### src/rtl/ahb_lite_copy_master.sv
// AHB-Lite bus master that copies or fills 32-bit words between memory regions.
// Only SINGLE, word-size, non-overlapped transfers are issued, so every
// AHB-Lite subordinate is a legal target. Bus outputs are registered from the
// next state, so they line up with the state register.
module ahb_lite_copy_master #(
  parameter int unsigned LEN_WIDTH = 16,
  parameter logic [3:0]  HPROT_VAL = 4'b0011
) (
  input  logic                 HCLK,
  input  logic                 HRESET,
  input  logic                 start,
  input  logic                 fillMode,
  input  logic [31:0]          srcAddr,
  input  logic [31:0]          dstAddr,
  input  logic [LEN_WIDTH-1:0] lenWords,
  input  logic [31:0]          fillData,
  output logic                 busy,
  output logic                 done,
  output logic                 error,
  output logic [31:0]          HADDR,
  output logic [1:0]           HTRANS,
  output logic                 HWRITE,
  output logic [2:0]           HSIZE,
  output logic [2:0]           HBURST,
  output logic [3:0]           HPROT,
  output logic [31:0]          HWDATA,
  input  logic                 HREADY,
  input  logic [31:0]          HRDATA,
  input  logic                 HRESP
);

  localparam int unsigned AW = 32;
  localparam int unsigned DW = 32;

  localparam logic [AW-1:0] WORD_BYTES    = AW'(4);
  localparam logic [1:0]    HTRANS_IDLE   = 2'b00;
  localparam logic [1:0]    HTRANS_NONSEQ = 2'b10;
  localparam logic [2:0]    HSIZE_WORD    = 3'b010;
  localparam logic [2:0]    HBURST_SINGLE = 3'b000;

  typedef enum logic [2:0] {
    S_IDLE = 3'd0,
    S_RD_A = 3'd1,
    S_RD_D = 3'd2,
    S_WR_A = 3'd3,
    S_WR_D = 3'd4,
    S_DONE = 3'd5,
    S_ERR  = 3'd6
  } state_t;

  // State and datapath registers
  state_t               r_state;
  logic [AW-1:0]        r_src_ptr;
  logic [AW-1:0]        r_dst_ptr;
  logic [LEN_WIDTH-1:0] r_remain;
  logic [DW-1:0]        r_data_buf;
  logic                 r_mode;
  logic                 r_error;
  logic                 r_busy;
  logic                 r_done;
  logic [AW-1:0]        r_haddr;
  logic [1:0]           r_htrans;
  logic                 r_hwrite;
  logic [DW-1:0]        r_hwdata;

  // Next-state values
  state_t               w_state_nxt;
  logic [AW-1:0]        w_src_nxt;
  logic [AW-1:0]        w_dst_nxt;
  logic [LEN_WIDTH-1:0] w_remain_nxt;
  logic [DW-1:0]        w_data_buf_nxt;
  logic                 w_mode_nxt;
  logic                 w_error_nxt;
  logic                 w_busy_nxt;
  logic                 w_done_nxt;
  logic [AW-1:0]        w_haddr_nxt;
  logic [1:0]           w_htrans_nxt;
  logic                 w_hwrite_nxt;
  logic [DW-1:0]        w_hwdata_nxt;

  // Byte-lane bits of the start addresses are forced to zero and never read.
  logic w_unused_addr_lsbs;
  assign w_unused_addr_lsbs = ^{srcAddr[1:0], dstAddr[1:0]};

  // Next-state, datapath and registered-output decode.
  always_comb begin
    w_state_nxt    = r_state;
    w_src_nxt      = r_src_ptr;
    w_dst_nxt      = r_dst_ptr;
    w_remain_nxt   = r_remain;
    w_data_buf_nxt = r_data_buf;
    w_mode_nxt     = r_mode;
    w_error_nxt    = r_error;
    w_busy_nxt     = 1'b0;
    w_done_nxt     = 1'b0;
    w_haddr_nxt    = r_haddr;
    w_htrans_nxt   = HTRANS_IDLE;
    w_hwrite_nxt   = r_hwrite;
    w_hwdata_nxt   = r_hwdata;

    case (r_state)
      S_IDLE: begin
        if (start) begin
          w_src_nxt      = {srcAddr[AW-1:2], 2'b00};
          w_dst_nxt      = {dstAddr[AW-1:2], 2'b00};
          w_remain_nxt   = lenWords;
          w_mode_nxt     = fillMode;
          w_data_buf_nxt = fillData;
          w_error_nxt    = 1'b0;
          if (lenWords == '0) begin
            w_state_nxt = S_DONE;
          end else if (fillMode) begin
            w_state_nxt = S_WR_A;
          end else begin
            w_state_nxt = S_RD_A;
          end
        end
      end

      S_RD_A: begin
        if (HREADY) begin
          w_state_nxt = S_RD_D;
        end
      end

      S_RD_D: begin
        // First ERROR cycle has HREADY=0; the abort happens on the second.
        if (HRESP) begin
          w_error_nxt = 1'b1;
          if (HREADY) begin
            w_state_nxt = S_ERR;
          end
        end else if (HREADY) begin
          w_data_buf_nxt = HRDATA;
          w_src_nxt      = r_src_ptr + WORD_BYTES;
          w_state_nxt    = S_WR_A;
        end
      end

      S_WR_A: begin
        if (HREADY) begin
          w_state_nxt = S_WR_D;
        end
      end

      S_WR_D: begin
        if (HRESP) begin
          w_error_nxt = 1'b1;
          if (HREADY) begin
            w_state_nxt = S_ERR;
          end
        end else if (HREADY) begin
          w_dst_nxt    = r_dst_ptr + WORD_BYTES;
          w_remain_nxt = r_remain - LEN_WIDTH'(1);
          if (r_remain == LEN_WIDTH'(1)) begin
            w_state_nxt = S_DONE;
          end else if (r_mode) begin
            w_state_nxt = S_WR_A;
          end else begin
            w_state_nxt = S_RD_A;
          end
        end
      end

      S_DONE: begin
        w_state_nxt = S_IDLE;
      end

      S_ERR: begin
        w_state_nxt = S_IDLE;
      end

      default: begin
        w_state_nxt = S_IDLE;
      end
    endcase

    // Outputs follow the state being entered; data-phase states hold address/direction.
    case (w_state_nxt)
      S_RD_A: begin
        w_htrans_nxt = HTRANS_NONSEQ;
        w_haddr_nxt  = w_src_nxt;
        w_hwrite_nxt = 1'b0;
        w_busy_nxt   = 1'b1;
      end
      S_WR_A: begin
        w_htrans_nxt = HTRANS_NONSEQ;
        w_haddr_nxt  = w_dst_nxt;
        w_hwrite_nxt = 1'b1;
        w_busy_nxt   = 1'b1;
      end
      S_RD_D: begin
        w_busy_nxt = 1'b1;
      end
      S_WR_D: begin
        w_hwdata_nxt = w_data_buf_nxt;
        w_busy_nxt   = 1'b1;
      end
      S_DONE: begin
        w_done_nxt = 1'b1;
      end
      default: begin
        w_busy_nxt = 1'b0;
      end
    endcase
  end

  // FSM state register.
  always_ff @(posedge HCLK) begin
    if (HRESET) begin
      r_state <= S_IDLE;
    end else begin
      r_state <= w_state_nxt;
    end
  end

  // Pointer, count and data-buffer registers.
  always_ff @(posedge HCLK) begin
    if (HRESET) begin
      r_src_ptr  <= '0;
      r_dst_ptr  <= '0;
      r_remain   <= '0;
      r_data_buf <= '0;
      r_mode     <= 1'b0;
    end else begin
      r_src_ptr  <= w_src_nxt;
      r_dst_ptr  <= w_dst_nxt;
      r_remain   <= w_remain_nxt;
      r_data_buf <= w_data_buf_nxt;
      r_mode     <= w_mode_nxt;
    end
  end

  // Registered status and bus outputs.
  always_ff @(posedge HCLK) begin
    if (HRESET) begin
      r_error  <= 1'b0;
      r_busy   <= 1'b0;
      r_done   <= 1'b0;
      r_haddr  <= '0;
      r_htrans <= HTRANS_IDLE;
      r_hwrite <= 1'b0;
      r_hwdata <= '0;
    end else begin
      r_error  <= w_error_nxt;
      r_busy   <= w_busy_nxt;
      r_done   <= w_done_nxt;
      r_haddr  <= w_haddr_nxt;
      r_htrans <= w_htrans_nxt;
      r_hwrite <= w_hwrite_nxt;
      r_hwdata <= w_hwdata_nxt;
    end
  end

  assign busy   = r_busy;
  assign done   = r_done;
  assign error  = r_error;
  assign HADDR  = r_haddr;
  assign HTRANS = r_htrans;
  assign HWRITE = r_hwrite;
  assign HWDATA = r_hwdata;
  assign HSIZE  = HSIZE_WORD;
  assign HBURST = HBURST_SINGLE;
  assign HPROT  = HPROT_VAL;

endmodule
### config.mk
export PLATFORM = sky130hd
export DESIGN_NAME = ahb_lite_copy_master
export DESIGN_NICKNAME = d
export VERILOG_FILES = /design/src/rtl/ahb_lite_copy_master.sv
export SDC_FILE = /design/constraint.sdc
export NUM_CORES = 1
export LEC_CHECK = 0
export CAP_MARGIN = 15
export CORE_MARGIN = 4
export CORE_UTILIZATION = 35
export DETAILED_ROUTE_END_ITERATION = 10
export GPL_TIMING_DRIVEN = 0
export HOLD_SLACK_MARGIN = 0.06
export SETUP_SLACK_MARGIN = 0.02
export SKIP_CTS_REPAIR_TIMING = 1
export SLEW_MARGIN = 10
export SYNTH_ARGS = -nofsm -noshare
export SYNTH_HDL_FRONTEND = slang
export SYNTH_SLANG_ARGS = --single-unit
### constraint.sdc
create_clock -name HCLK -period 2.4 [get_ports HCLK]
set_clock_uncertainty 0.05 [all_clocks]
set_input_delay 0.48 -clock HCLK [delete_from_list [all_inputs] [get_ports HCLK]]
set_output_delay 0.48 -clock HCLK [all_outputs]
set_load 0.005 [all_outputs]
==> impl_metrics.tcl <==
set metrics [dict create \
    run_status "complete, but fails checks" \
    failed_checks "negative setup slack" \
    synth.yosys.warnings 0 \
    initial_core_utilization_pct 35.6 \
    worst_pin_slew_ns 0.891 \
    rr_endpoint "HWDATA[18]" \
    area_of_combinational_cells_with_multiple_inputs_um2 6310 \
    global_route.usage.total_pct 25.7 \
    grt_first_pass_wirelength_um 61900 \
    crit_required_ns 2.70 \
    antenna_cells_inserted 0 \
    synth.avg_cell_area_um2 8.25 \
    finalCriticalPeriod_ns 2.66 \
    fin_nets 1637 \
    core_area_um2 27900 \
    yosys_most_used_dff "dfxtp_1" \
    root_cell_of_the_clock_tree "clkbuf_16" \
    slew_viol_final 0 \
    fill_cells 2639 \
    reg2reg_from "r_remain[11]" \
    dieHeight_um 176 \
    largest_net_degree_at_the_start_of_global_routing 23 \
    globalplace.congestion 0.941 \
    antenna_found_initial 1 \
    crit_arrival_ns 2.96 \
    hold_path_startpoint "r_data_buf[21]" \
    finalWorstSetupSlack_ns -0.262 \
    cts_max_path_buffers 2 \
    regToRegSetupSlack_ns -0.26 \
    clock_sink_count 185 \
    detail_route_antenna_nets 0 \
    globalRouteOverflowTotal 0 \
    fp-row-count 61 \
    die_area_um2 31100 \
    timing.critical_path.from_type "flop" \
    p_per_area_nw_per_um2 694 \
    grt_setup_unrepaired "true" \
    worstRegToRegCells 8 \
    yosysUniqueCellTypes 83 \
    floorplan.die.width_um 176 \
    synth.area.top_cells "dfxtp_1 37%, nand2_1 4.6%, mux2_4 4.4%, a21oi_1 4.3%, nor2_1 3.9%" \
    hold_end "r_data_buf[21]" \
    synth-async-reset-ratio_pct 0 \
    layout-drive-gt1-share_pct 19.5 \
    total_wire_length_um 42800 \
    ys_ff_latch 185 \
    power.total_mw 10.0 \
    synthToLayoutAreaGrowth_pct 46.0 \
    drcViolationCount 0 \
    yosysSeqAreaShare_pct 37.4 \
    maxCapViolations 0 \
    finalHoldViolCount 0 \
    dp_slack_ns -1.49 \
    crit_family "simple AND/OR/NAND/NOR gates" \
    cts.htree.levels 4 \
    vdd.ir_drop.worst_mv 0.576 \
    clock_tree_from_tritoncts "built" \
    end_kind "flop" \
    boundaryPins 230 \
    insertion_delay_ns 0.46 \
    worst-path-buf-inv 2 \
    crit_slowest_cell "or4_4" \
    worstPathCellList "or2_4, or4_4, o31ai_4, buf_4, nand2_4, or3_4, clkbuf_16, mux2_4" \
    buffer_ports.inserted 213 \
    min_delay_path_depth 2 \
    post-place-cells 1801 \
    p_leak_nw 5.32 \
    finalSetupViolations 66 \
    worst_setup_hold_path_clk_slew_ns 0.08 \
    ff_latch_area_um2 3720 \
    cts_buffers 17 \
    layout.cells.most_common_list "211 x clkdlybuf4s50_1, 177 x dfxtp_1, 119 x nand2_1, 94 x nor2_1, 83 x a21oi_1" \
    mostFrequentLayoutCell "clkdlybuf4s50_1" \
    post-synth-top-area-cell "dfxtp_1" \
    worst-setup-path-type "reg2reg" \
    fmaxAchievable_mhz 376 \
    critical_path.max_stage_delay_ns 0.54 \
    drtPass1Iterations 8 \
    dp_hpwl_um 30800 \
    wire_per_inst_um 22.8 \
    timing.slew.headroom_pct 40.6 \
    grt_pass1_vias 10400 \
    critical_path.max_fanout 7 \
    via_count 11147 \
    path_class_of_the_lowest_slack_min_delay_path "reg2reg" \
    avgViaCountPerCell 5.95 \
    drtIter0Drc 1289 \
    post_syn_instances 1201 \
    synth-edff-count 0 \
    min_period_over_period_pct 111 \
    synth_top_area_share_pct 37.4 \
    synthesis.area_um2 9910 \
    finalNonFillerCells 1874 \
]
==> metrics by stage <==
step                cell area (µm²)  hold slack, ns  TNS, ns  util [%]
finish                        14500           0.416   -10.48      51.9
global placement              12600           0.396  -170.37      45.2
detailed placement            12600           0.402  -170.64      45.2
CTS                           13200           0.414  -125.22      47.5
floorplan                     10000           0.383   -0.681         -
global route                  14500           0.439   -14.83      51.9
==> final cells by class <==
class	instances	share of cell area, %
multi-input combinational	905	43.7
sequential	185	25.7
timing repair buffer	259	17.6
buffer	103	5.11
tap	378	3.27
clock buffer	17	2.94
clock inverter	15	1.41
inverter	12	0.311
==> where the power goes <==
part	internal [mW]	switching (mW)	total [mW]
sequential	3.39	0.296	3.69
clock	1.46	1.59	3.05
combinational	1.49	1.82	3.31
==> how the worst max path moves through the flow <==
stage | end | startpoint | cells past startpoint
global route | HWDATA[29] | r_remain[11] | 8
finish | HWDATA[18] | r_remain[11] | 8
floorplan | HWDATA[10] | r_remain[10] | 8
CTS | r_remain[13] | r_state[0] | 8
detailed placement | HADDR[29] | HREADY | 10
global placement | HADDR[29] | HREADY | 10
==> tightest hold or removal path, cell delays in order (launching register included) <==
cell,delay (ns)
dfxtp_1,0.30
nand2_1,0.04
a21oi_1,0.07
==> kinds of logic after synthesis <==
logic type / Yosys count / share of synthesized area, %
AO/OA/AOI/OAI: 356 / 24.2
XOR/XNOR: 13 / 1.15
adder cells (fa/ha/maj): 4 / 0.505
buffers and inverters: 120 / 5.34
flip-flops: 185 / 37.4
multiplexers: 56 / 7.20
other: 2 / 0.0758
AND/OR/NAND/NOR: 465 / 24.1
==> state kept, by name, indices dropped and copies added (netlist names), 3 cells and up <==
signal / count
HADDR: 32
HWDATA: 32
r_data_buf: 32
r_dst_ptr: 32
r_src_ptr: 32
r_remain: 16
r_state: 3
==> cells in the mapped netlist, drive strengths merged, types with 6 or more instances <==
master	n
a211o	6
a211oi	19
a21oi	85
a22o	7
a22oi	51
a31oi	26
and2	18
and3	18
and4	8
buf	38
clkbuf	70
dfxtp	185
inv	11
mux2	35
mux2i	21
nand2	121
nand3	41
nand4	27
nand4b	6
nor2	104
nor2b	37
nor3	21
nor3b	6
nor4	17
o211ai	15
o21ai	51
o22ai	19
o311ai	6
o31ai	10
or4	11
xnor2	6
xor2	7
==> layer usage <==
layer / GRT usage [%] / share of wire (%) / vias up
met2: 39.8 / 45 / 659
met5: 0 / 0.026 / -
met1: 34.1 / 40 / 5329
met4: 10.8 / 4.2 / 2
met3: 6.83 / 11 / 111
li1: - / - / 5046
Power figures use the tool's default switching activity.
